**src/rtl/jam_cost_sequencer_if.sv**
```systemverilog
// Bundles the requester handshake and the cost-table lookup port of jam_cost_sequencer.
// Master drives requests, permutations and the Cost response; slave is the sequencer.
interface jam_cost_sequencer_if #(
  parameter int NREQ = 2
);
  logic [NREQ-1:0]    req;
  logic [NREQ*24-1:0] perm;
  logic [NREQ-1:0]    gnt;
  logic [2:0]         W;
  logic [2:0]         J;
  logic [6:0]         Cost;
  logic [NREQ-1:0]    done;
  logic [9:0]         sum_out;
  logic               busy;
  logic [1:0]         state_dbg;

  // Handshake: a requester holds req (level) until its done pulse; gnt is one-hot
  // for the whole burst and done pulses for exactly one cycle at burst end.
  modport master (
    output req, perm, Cost,
    input  gnt, W, J, done, sum_out, busy, state_dbg
  );

  modport slave (
    input  req, perm, Cost,
    output gnt, W, J, done, sum_out, busy, state_dbg
  );
endinterface

```
**src/rtl/jam_cost_sequencer.sv**
```systemverilog
// Round-robin arbiter that walks one 8-entry worker/job assignment through the shared
// cost table per burst and returns the accumulated cost with a one-cycle done pulse.
module jam_cost_sequencer #(
  parameter int NREQ = 2
) (
  input logic                 CLK,
  input logic                 RST_N,
  jam_cost_sequencer_if.slave bus
);

  localparam logic [1:0] S_IDLE = 2'd0;
  localparam logic [1:0] S_RUN  = 2'd1;
  localparam logic [1:0] S_DONE = 2'd2;

  logic [1:0]      state_q, state_d;
  logic [1:0]      ptr_q, ptr_d;
  logic [1:0]      gidx_q, gidx_d;
  logic [NREQ-1:0] gnt_q, gnt_d;
  logic [NREQ-1:0] done_q, done_d;
  logic [2:0]      beat_q, beat_d;
  logic [9:0]      acc_q, acc_d;
  logic [9:0]      sum_q, sum_d;
  logic [23:0]     perm_q, perm_d;
  logic            busy_q, busy_d;

  logic [3:0]  req_ext;
  logic [95:0] perm_ext;
  logic [2:0]  cand;
  logic        win_found;
  logic [1:0]  win_idx;
  logic [23:0] win_perm;
  logic [3:0]  win_onehot;
  logic [3:0]  done_onehot;
  logic [2:0]  ptr_inc;
  logic [9:0]  acc_sum;
  logic [4:0]  j_ofs;
  logic [2:0]  j_sel;

  // Widen to four requesters so 2-bit indices are always in range.
  always_comb begin
    req_ext = '0;
    req_ext[NREQ-1:0] = bus.req;
    perm_ext = '0;
    perm_ext[NREQ*24-1:0] = bus.perm;
  end

  // First set request at or after ptr, wrapping modulo NREQ.
  always_comb begin
    win_found = 1'b0;
    win_idx   = ptr_q;
    cand      = '0;
    for (int i = 0; i < NREQ; i++) begin
      cand = {1'b0, ptr_q} + 3'(i);
      if (cand >= 3'(NREQ)) cand = cand - 3'(NREQ);
      if (!win_found && req_ext[cand[1:0]]) begin
        win_found = 1'b1;
        win_idx   = cand[1:0];
      end
    end
  end

  always_comb begin
    case (win_idx)
      2'd0:    win_perm = perm_ext[23:0];
      2'd1:    win_perm = perm_ext[47:24];
      2'd2:    win_perm = perm_ext[71:48];
      default: win_perm = perm_ext[95:72];
    endcase
    win_onehot  = 4'b0001 << win_idx;
    done_onehot = 4'b0001 << gidx_q;
    ptr_inc     = {1'b0, gidx_q} + 3'd1;
    acc_sum     = acc_q + {3'b000, bus.Cost};
    j_ofs       = {1'b0, beat_q, 1'b0} + {2'b00, beat_q};
    j_sel       = perm_q[j_ofs +: 3];
  end

  always_comb begin
    state_d = state_q;
    ptr_d   = ptr_q;
    gidx_d  = gidx_q;
    gnt_d   = gnt_q;
    done_d  = done_q;
    beat_d  = beat_q;
    acc_d   = acc_q;
    sum_d   = sum_q;
    perm_d  = perm_q;
    busy_d  = busy_q;
    case (state_q)
      S_IDLE: begin
        if (win_found) begin
          gidx_d  = win_idx;
          gnt_d   = win_onehot[NREQ-1:0];
          perm_d  = win_perm;
          beat_d  = 3'd0;
          acc_d   = 10'd0;
          busy_d  = 1'b1;
          state_d = S_RUN;
        end
      end
      S_RUN: begin
        // beat wraps back to 0 after beat 7, so W reads 0 outside RUN.
        acc_d  = acc_sum;
        beat_d = beat_q + 3'd1;
        if (beat_q == 3'd7) begin
          sum_d   = acc_sum;
          done_d  = done_onehot[NREQ-1:0];
          gnt_d   = '0;
          state_d = S_DONE;
        end
      end
      S_DONE: begin
        done_d  = '0;
        busy_d  = 1'b0;
        ptr_d   = (ptr_inc == 3'(NREQ)) ? 2'd0 : ptr_inc[1:0];
        state_d = S_IDLE;
      end
      default: begin
        state_d = S_IDLE;
      end
    endcase
  end

  always_ff @(posedge CLK or negedge RST_N) begin
    if (!RST_N) begin
      state_q <= S_IDLE;
      ptr_q   <= 2'd0;
      gidx_q  <= 2'd0;
      gnt_q   <= '0;
      done_q  <= '0;
      beat_q  <= 3'd0;
      acc_q   <= 10'd0;
      sum_q   <= 10'd0;
      perm_q  <= 24'd0;
      busy_q  <= 1'b0;
    end else begin
      state_q <= state_d;
      ptr_q   <= ptr_d;
      gidx_q  <= gidx_d;
      gnt_q   <= gnt_d;
      done_q  <= done_d;
      beat_q  <= beat_d;
      acc_q   <= acc_d;
      sum_q   <= sum_d;
      perm_q  <= perm_d;
      busy_q  <= busy_d;
    end
  end

  assign bus.gnt       = gnt_q;
  assign bus.done      = done_q;
  assign bus.busy      = busy_q;
  assign bus.sum_out   = sum_q;
  assign bus.W         = beat_q;
  assign bus.J         = (state_q == S_RUN) ? j_sel : 3'd0;
  assign bus.state_dbg = state_q;

endmodule

```
**src/flat_wrapper.sv**
```systemverilog
// flat-port wrapper written by rule: the top's interface ports become plain ports
module jam_cost_sequencer_flat 
#(
  parameter int NREQ = 2
)
  (CLK, RST_N, bus_req, bus_perm, bus_Cost, bus_gnt, bus_W, bus_J, bus_done, bus_sum_out, bus_busy, bus_state_dbg);
  jam_cost_sequencer_if #(.NREQ(NREQ)) bus_i ();
  input logic CLK;
  input logic RST_N;
  input wire logic [$bits(bus_i.req)-1:0] bus_req;
  input wire logic [$bits(bus_i.perm)-1:0] bus_perm;
  input wire logic [$bits(bus_i.Cost)-1:0] bus_Cost;
  output wire logic [$bits(bus_i.gnt)-1:0] bus_gnt;
  output wire logic [$bits(bus_i.W)-1:0] bus_W;
  output wire logic [$bits(bus_i.J)-1:0] bus_J;
  output wire logic [$bits(bus_i.done)-1:0] bus_done;
  output wire logic [$bits(bus_i.sum_out)-1:0] bus_sum_out;
  output wire logic [$bits(bus_i.busy)-1:0] bus_busy;
  output wire logic [$bits(bus_i.state_dbg)-1:0] bus_state_dbg;
  assign bus_i.req = bus_req;
  assign bus_i.perm = bus_perm;
  assign bus_i.Cost = bus_Cost;
  assign bus_gnt = bus_i.gnt;
  assign bus_W = bus_i.W;
  assign bus_J = bus_i.J;
  assign bus_done = bus_i.done;
  assign bus_sum_out = bus_i.sum_out;
  assign bus_busy = bus_i.busy;
  assign bus_state_dbg = bus_i.state_dbg;
  jam_cost_sequencer #(.NREQ(NREQ)) u_core (.CLK(CLK), .RST_N(RST_N), .bus(bus_i));
endmodule
```
**config.mk**
```make
export PLATFORM = sky130hd
export DESIGN_NAME = jam_cost_sequencer_flat
export DESIGN_NICKNAME = d
export VERILOG_FILES = /design/src/rtl/jam_cost_sequencer_if.sv /design/src/rtl/jam_cost_sequencer.sv /design/src/flat_wrapper.sv
export SDC_FILE = /design/constraint.sdc
export NUM_CORES = 1
export LEC_CHECK = 0
export CAP_MARGIN = 40
export CORE_UTILIZATION = 30
export CTS_BUF_LIST = sky130_fd_sc_hd__clkbuf_4 sky130_fd_sc_hd__clkbuf_8
export DETAILED_ROUTE_END_ITERATION = 8
export PLACE_DENSITY_LB_ADDON = 0.2
export REMOVE_ABC_BUFFERS = 1
export SLEW_MARGIN = 10
export SYNTH_ARGS = -nofsm -noshare
export SYNTH_HDL_FRONTEND = slang
export SYNTH_SLANG_ARGS = --single-unit
```
**constraint.sdc**
```tcl
create_clock -name CLK -period 4.1 [get_ports CLK]
set_input_delay 0.82 -clock CLK [delete_from_list [all_inputs] [get_ports CLK]]
set_output_delay 0.82 -clock CLK [all_outputs]
set_load 0.1 [all_outputs]
```
==> results of run 1 <==
-- cells in the final DEF, fill, tap and decap left out, types with 2 or more instances in the layout --
master and n:
a21o_1 4, a21oi_1 10, a221o_1 12, a22o_1 5
a22oi_1 12, a31o_2 2, and2_1 2, buf_12 3
buf_16 4, buf_4 9, buf_8 16, clkbuf_4 2
clkbuf_8 9, clkdlybuf4s50_1 76, clkinv_2 4, dfrtp_1 58
ha_1 11, inv_1 9, mux2_2 2, mux2i_1 5
mux4_1 8, mux4_2 9, nand2_1 50, nand2b_1 4
nand3_1 4, nor2_1 21, nor2b_1 2, o211ai_1 2
o21a_1 3, o21ai_0 40, or3_1 5, xnor2_1 4
xor2_1 2
-- worst max-delay path, cell delays in order, from the launching register on --
cell	delay (ns)
dfrtp_1	0.46
ha_1	0.26
fa_2	0.65
mux4_2	0.52
mux4_2	0.46
nand2_1	0.07
o21ai_1	0.11
buf_12	0.19
-- flip-flops by register name, summed over array words and instances (netlist names) --
signal,cells
u_core.bus.sum_out,10
u_core.bus.done,2
u_core.ptr_q,2
u_core.bus.W,3
u_core.bus.busy,1
u_core.bus.state_dbg,2
u_core.acc_q,10
u_core.bus.gnt,2
u_core.gidx_q,2
u_core.perm_q,24
-- cells by family after synthesis --
| family | count (synthesis) |
|---|---|
| compound gates | 99 |
| simple gates | 93 |
| flops | 58 |
| buf+inv | 30 |
| mux | 24 |
| fa+ha+maj | 13 |
| xor+xnor | 6 |
-- routing by layer --
metal,up-vias,GRT usage,part of all wire
li1,1400,-,-
met1,1360,0.193,0.46
met2,70,0.260,0.49
met3,4,0.0436,0.042
met4,0,0.0382,0.0056
met5,-,0,0
-- path summary, 6_finish.rpt --
kind,start,cells past startpoint,to
max in group asynchronous,RST_N,2,u_core.perm_q[19]
max reg2reg,u_core.bus.W[1],5,u_core.bus.sum_out[4]
min in group CLK,u_core.bus.sum_out[7],2,u_core.bus.sum_out[7]
min,RST_N,1,u_core.bus.sum_out[2]
max,u_core.bus.W[1],7,bus_J[0]
min reg2reg,u_core.bus.sum_out[7],2,u_core.bus.sum_out[7]
-- stage by stage --
| step | worst slack [ns] | std cells |
|---|---|---|
| 6_report | 0.219 | 566 |
| 5_1_grt | 0.0746 | 566 |
| 4_1_cts | 0.0900 | 566 |
| 3_5_place_dp | 0.468 | 551 |
| 3_3_place_gp | 0.520 | 530 |
| 2_1_floorplan | -2.38 | 302 |
-- synth_stat cells, types with 3 or more instances --
library cell,count,share of area
mux2i_1,5,0.015
a221o_1,12,0.036
o21ai_0,40,0.060
nand3_1,4,0.0060
dfrtp_1,58,0.43
buf_2,4,0.0060
mux4_1,8,0.062
clkbuf_1,15,0.017
nand2_1,50,0.056
inv_1,9,0.010
xnor2_1,4,0.010
a22o_1,5,0.013
a21oi_1,10,0.015
nand2b_1,4,0.0074
a22oi_1,12,0.027
a21o_1,4,0.0089
o21a_1,3,0.0067
ha_1,11,0.041
or3_1,5,0.0093
mux4_2,9,0.060
nor2_1,21,0.023
-- what timing repair did --
| action | 4_1_cts | 5_1_grt |
|---|---|---|
| resized for setup | 0 | 1 |
| endpoints found under the setup margin | 0 | 1 |
| buffers inserted | 0 | 0 |
-- layout make-up --
cell class                 instances  area, sq um
fill                            1063         6030
multi-input combinational        235         1800
sequential                        58         1450
timing repair buffer             109         1240
tap                              140          175
clock buffer                      11          139
inverter                           9         33.8
clock inverter                     4         20.0
==> impl_metrics.py, run 1 <==
metrics = {
    "status": {
        "outcome": "finished clean",
    },
    "synthesis": {
        "yosys.area_share.simple": 0.119,
        "async_reset_ff_frac": 1.00,
        "synth.avg_cell_area_sq_um": 10.4,
        "seq_area_frac_synth": 0.431,
        "synth_edf_count": 0,
        "synth_xor_area_frac": 0.0156,
        "yosysWarnings": 0,
        "syn_inst": 323,
        "synth_area_sq_um": 3360,
        "synth_compound_area_frac": 0.200,
        "yosys_register_bits": 58,
        "synthDistinctLibCells": 43,
        "synthAdderAreaFrac": 0.0528,
        "synth_top_family_by_area": "compound AO/OA/AOI/OAI gates",
        "synth_mux_area_frac": 0.144,
        "ys.flop_type": "dfrtp_1",
    },
    "global_route": {
        "antenna_found_initial": 0,
        "grt_pass1_wl_mm": 13.7,
        "grt_max_degree": 55,
        "grt_pass1_vias": 2837,
        "grt-ovfl-total": 0,
        "track_usage": 0.154,
    },
    "sta": {
        "slew_violations": 0,
        "finalHoldViolations": 0,
        "finalSetupViolCount": 0,
        "fin_crit_ns": 3.88,
        "period_share": 0.947,
        "finalClockSkew_ns": 0.00833,
        "rsz0062_at_grt": "false",
        "fmaxAchievable_ghz": 0.258,
        "relSlewSlack": 0.491,
        "timing.hold.ws_ns": 0.423,
        "setup_tns_ns": 0,
        "worst_pin_slew_ns": 0.753,
    },
    "placement": {
        "placedInstanceArea_sq_um": 4700,
        "place.gp.congestion": 0.829,
        "hpwl_mm": 6.12,
        "io_buffers": 81,
    },
    "die": {
        "core_area_sq_um": 10900,
        "die_height_microns": 108,
        "num_io_pins": 82,
        "dieArea_sq_um": 11600,
        "row_count": 38,
        "die_w_microns": 108,
        "start_util": 0.309,
    },
    "routing": {
        "dr.pass1.iters": 4,
        "wl_per_cell_microns": 14.6,
        "vias": 2834,
        "vias_per_cell": 5.01,
        "routed_wirelength_mm": 8.25,
        "antenna_left": 0,
        "drc": 0,
        "detailedRoute.firstIterationViolations": 157,
    },
    "final_layout": {
        "finalNetCount": 494,
        "antenna_cells": 0,
        "synthToLayoutAreaGrowth_pct": 44.4,
        "utilization": 0.446,
        "final_layout_size_suffix_gt1_frac": 0.153,
        "fin_area_sq_um": 4860,
    },
    "clock_tree": {
        "cts_hold_buf": 0,
        "cts_tree": "built",
        "clk_pin_slew_ns": 0.07,
        "cts_buffer_depth": 2,
        "cts.sinks": 58,
        "htreeDepth": 3,
        "root_buffer": "clkbuf_8",
        "numCtsBuffers": 9,
        "clk_latency_ns": 0.33,
    },
    "setup_path": {
        "cp_max_fo": 8,
        "required_ns": 3.28,
        "ff2ff_setup_slack_ns": 1.90,
        "worstSetupPathType": "flop to primary output",
        "cp-end-kind": "primary output",
        "crit_arrival_ns": 3.06,
        "startpoint_type": "flop",
    },
    "flow_run": {
        "drv_cap": 0,
    },
    "worst_hold_path": {
        "min_path_type": "input pin to asynchronous set/reset pin",
    },
}
Power of run 1 is left out: the tool's default activity adds up to more than one toggle a clock period on the data nets, which glitch-free logic cannot reach.
==> run 2: changes to the inputs <==
GPL_TIMING_DRIVEN = 0   (was default)
==> run 2 against run 1 <==
  * Sequential cell count unchanged
  * Routed wire length increased by 1.5%
  * Die area unchanged
  * Design area increased by 3.5%
  * Non-clock buffer count increased by 2
  * Via count increased by 0.18%
  * Register-to-register slack about the same
  * Hold slack improved by 0.061 ns
  * Sequential share of layout area decreased by 0.97 points
  * Critical path depth increased by 2
  * Clock-buffer cell count unchanged
  * Fmax decreased by 2.6%
  * Critical path type unchanged
  * Critical endpoint unchanged
==> impl_metrics.py, run 2 (same netlist as run 1, synthesis figures left out) <==
metrics = {
    "clock_tree": {
        "htreeDepth": 3,
        "numCtsBuffers": 9,
        "clk_pin_slew_ns": 0.07,
        "cts_hold_buf": 0,
        "cts_buffer_depth": 2,
        "cts_tree": "built",
        "root_buffer": "clkbuf_8",
        "clk_latency_ns": 0.35,
        "cts.sinks": 58,
    },
    "flow_run": {
        "drv_cap": 0,
    },
    "sta": {
        "setup_tns_ns": 0,
        "finalClockSkew_ns": 0.00845,
        "fin_crit_ns": 3.98,
        "fmaxAchievable_ghz": 0.251,
        "finalHoldViolations": 0,
        "relSlewSlack": 0.435,
        "slew_violations": 0,
        "period_share": 0.971,
        "finalWorstSetupSlack_ns": 0.117,
        "worst_pin_slew_ns": 0.847,
        "finalSetupViolCount": 0,
    },
    "setup_path": {
        "max_stage_delay_ns": 0.57,
        "cp-end-kind": "primary output",
        "path_common_cell": "mux4_2",
        "path_buf_inv": 3,
        "worstSetupPathType": "flop to primary output",
        "startpoint_type": "flop",
        "cp_max_fo": 16,
        "crit_arrival_ns": 3.16,
        "required_ns": 3.28,
        "slowest_stage": "fa_2",
        "cp_cell_sequence": "buf_8, ha_4, fa_2, buf_4, mux4_2, mux4_2, nand2_1, o21ai_1, buf_12",
        "path_delay_family": "multiplexers",
    },
    "routing": {
        "vias": 2839,
        "routed_wirelength_mm": 8.38,
        "drc": 0,
        "detailedRoute.firstIterationViolations": 99,
        "dr.pass1.iters": 4,
        "antenna_left": 0,
        "vias_per_cell": 4.99,
        "wl_per_cell_microns": 14.7,
    },
    "placement": {
        "io_buffers": 81,
        "dp_slack_ns": -0.443,
        "hpwl_mm": 5.86,
        "place.gp.congestion": 0.778,
    },
    "die": {
        "dieArea_sq_um": 11600,
        "die_w_microns": 108,
        "num_io_pins": 82,
        "start_util": 0.309,
        "core_area_sq_um": 10900,
        "row_count": 38,
        "die_height_microns": 108,
    },
    "final_layout": {
        "finalNetCount": 496,
        "synthToLayoutAreaGrowth_pct": 49.4,
        "final_common_cell": "clkdlybuf4s50_1",
        "fillers": 1004,
        "largest_reg_flops": 24,
        "regMostFlops": "u_core.perm_q",
        "utilization": 0.462,
        "final_cell_mix": "78 x clkdlybuf4s50_1, 57 x dfrtp_1, 50 x nand2_1",
        "final_layout_size_suffix_gt1_frac": 0.166,
        "antenna_cells": 0,
    },
    "global_route": {
        "grt_pass1_vias": 2851,
        "grt-ovfl-total": 0,
        "antenna_found_initial": 0,
        "use_met3": 0.0339,
        "use_met1": 0.192,
        "use_met2": 0.259,
        "grt_busiest_layer": "met2",
        "track_usage": 0.154,
        "grt_max_degree": 59,
        "grt_pass1_wl_mm": 13.6,
    },
    "status": {
        "outcome": "finished clean",
    },
    "worst_hold_path": {
        "min_path_type": "flop to flop",
    },
}
[run 2: cell count changes in the layout (fill, tap and decap cells not counted), moves of 2 or more]
cell             delta
buf_4               -3
clkdlybuf4s50_1     +2
clkinv_2            -2
clkbuf_4            -2
bufinv_16           +3
buf_8               +3
clkbuf_8            +2
[run 2: per-layer routing]
layer,vias to the layer above,part of all wire
met3,10,0.042
li1,1399,-
met2,62,0.48
met1,1368,0.46
met5,-,0
met4,0,0.016
[run 2: path summary, 6_finish.rpt]
path                                         start  slack, ns               endpoint  depth (start not counted)
min in group asynchronous                    RST_N       0.51  u_core.bus.sum_out[1]                          1
max in group asynchronous                    RST_N       3.03        u_core.bus.W[0]                          1
setup / recovery                   u_core.bus.W[0]       0.12               bus_J[0]                          9
hold reg to reg                   u_core.perm_q[0]       0.48       u_core.perm_q[0]                          2
hold / removal                    u_core.perm_q[0]       0.48       u_core.perm_q[0]                          2
setup reg to reg           u_core.bus.state_dbg[0]       1.90  u_core.bus.sum_out[4]                          6
[run 2: repair_timing]
item                                    in CTS  in global routing
hold endpoints to repair                     0                  0
setup buffers                                4                  1
resized for setup                            8                  2
pin swaps                                    1                  3
endpoints found under the setup margin       3                  2
[run 2: cell type report]
type / count / area [sq um] / area share
clock buffer: 11 / 151 / 0.0301
sequential: 58 / 1450 / 0.289
inverter: 9 / 33.8 / 0.00672
timing repair buffer: 111 / 1280 / 0.254
multi-input combinational: 235 / 1840 / 0.365
tap: 140 / 175 / 0.0349
clock inverter: 5 / 100 / 0.0199
[run 2: metrics by stage]
step / area, sq um / hold slack, ns / cells
3_3_place_gp: 4260 / 0.461 / 523
6_report: 5030 / 0.485 / 569
4_1_cts: 4990 / 0.490 / 568
5_1_grt: 5030 / 0.512 / 569
3_5_place_dp: 4700 / 0.474 / 550
2_1_floorplan: 3270 / 0.445 / 302
[run 2: worst reg2reg max path: stages, from the launching register on]
cell and delay [ns]:
dfrtp_1 0.50, inv_1 0.13, nor2_1 0.18, buf_4 0.22, nand2_1 0.36, inv_1 0.32
mux2_2 0.37
Power of run 2 is left out for the same reason.
==> run 3: changes to the inputs <==
CORE_MARGIN = 1.5   (was default)
==> run 3 against run 2 <==
  * Critical path depth is the same
  * Clock-buffer cell count up 2
  * Sequential share of layout area grew 0.090 points
  * Via count grew 0.92%
==> impl_metrics.py, run 3 (same netlist as run 1, synthesis figures left out) <==
metrics = {
    "setup_path": {
        "required_ns": 3.28,
        "cp-end-kind": "primary output",
        "startpoint_type": "flop",
        "crit_arrival_ns": 3.17,
        "r2r_cells": 6,
        "cp_max_fo": 3,
        "worstSetupPathType": "flop to primary output",
    },
    "final_layout": {
        "largest_reg_flops": 24,
        "synthToLayoutAreaGrowth_pct": 49.1,
        "regMostFlops": "u_core.perm_q",
        "finalNetCount": 499,
        "antenna_cells": 0,
        "final_common_cell": "clkdlybuf4s50_1",
        "final_layout_size_suffix_gt1_frac": 0.167,
        "utilization": 0.461,
        "final_cell_mix": "79 x clkdlybuf4s50_1, 56 x dfrtp_1, 50 x nand2_1",
    },
    "routing": {
        "wl_per_cell_microns": 14.8,
        "detailedRoute.firstIterationViolations": 145,
        "dr.pass1.iters": 5,
        "vias_per_cell": 5.02,
        "vias": 2865,
        "routed_wirelength_mm": 8.45,
        "drc": 0,
        "antenna_left": 0,
    },
    "clock_tree": {
        "htreeDepth": 3,
        "cts.sinks": 58,
        "cts_buffer_depth": 2,
        "root_buffer": "clkbuf_8",
        "clk_latency_ns": 0.34,
        "clk_pin_slew_ns": 0.07,
        "cts_tree": "built",
        "cts_hold_buf": 0,
        "numCtsBuffers": 9,
    },
    "global_route": {
        "grt_pass1_wl_mm": 14.1,
        "grt-ovfl-total": 0,
        "grt_pass1_vias": 2849,
        "use_met1": 0.204,
        "antenna_found_initial": 0,
        "use_met3": 0.0365,
        "track_usage": 0.155,
        "grt_max_degree": 59,
        "grt_busiest_layer": "met2",
        "use_met2": 0.252,
    },
    "sta": {
        "worst_pin_slew_ns": 0.836,
        "fin_crit_ns": 3.99,
        "finalSetupViolCount": 0,
        "period_share": 0.972,
        "slew_violations": 0,
        "fmaxAchievable_ghz": 0.251,
        "finalClockSkew_ns": 0.00926,
        "relSlewSlack": 0.443,
        "finalHoldViolations": 0,
    },
    "die": {
        "start_util": 0.309,
        "core_area_sq_um": 10900,
        "dieArea_sq_um": 11900,
        "die_w_microns": 109,
        "row_count": 38,
        "num_io_pins": 82,
        "die_height_microns": 109,
    },
    "placement": {
        "hpwl_mm": 6.00,
        "place.gp.congestion": 0.773,
        "io_buffers": 81,
    },
    "status": {
        "outcome": "finished clean",
    },
    "flow_run": {
        "drv_cap": 0,
    },
    "worst_hold_path": {
        "hold_path_depth": 2,
        "min_path_type": "flop to flop",
    },
}
run 3: worst max-delay path, cell delays in order, from the launching register on:
cell	delay [ns]
dfrtp_2	0.43
ha_4	0.18
fa_2	0.61
buf_12	0.11
mux4_1	0.28
nor2b_1	0.15
o311ai_1	0.27
o21ai_1	0.13
clkdlybuf4s50_1	0.47
buf_8	0.19
run 3: worst paths after layout:
kind,slack (ns),end,start
max,0.11,bus_J[2],u_core.bus.W[1]
min in group asynchronous,0.54,u_core.bus.sum_out[1],RST_N
min reg2reg,0.48,u_core.bus.sum_out[3],u_core.bus.sum_out[3]
min,0.48,u_core.bus.sum_out[3],u_core.bus.sum_out[3]
max in group asynchronous,3.03,u_core.bus.W[0],RST_N
max reg2reg,1.92,u_core.bus.sum_out[4],u_core.bus.state_dbg[0]
run 3: final cells by class:
| class | count | area, sq um |
|---|---|---|
| multi-input combinational | 235 | 1820 |
| clock buffer | 13 | 173 |
| inverter | 9 | 33.8 |
| timing repair buffer | 114 | 1330 |
| clock inverter | 2 | 35.0 |
| tap | 140 | 175 |
| sequential | 58 | 1450 |
| fill | 1035 | 5870 |
run 3: per-stage QoR:
stage               area (sq um)  hold slack, ns  setup WS [ns]  TNS (ns)  std cells
detailed placement          4720           0.470         -0.147    -0.215        550
CTS                         5000           0.485         0.0351         0        571
global placement            4260           0.461         -0.903     -2.40        523
global route                5010           0.501       -0.00201  -0.00201        571
finish                      5010           0.477          0.113         0        571
floorplan                   3270           0.445          -2.38     -4.58        302
run 3: repair_timing:
item,4_1_cts,5_1_grt
endpoints found under the setup margin,3,2
buffers inserted,7,0
resized for setup,7,2
pin swaps,1,0
run 3: metal layers:
metal	up-vias	wire, microns
met5	-	0
met4	0	102
met3	10	345
met2	71	4120
met1	1378	3870
li1	1406	-
Power of run 3 is left out for the same reason.
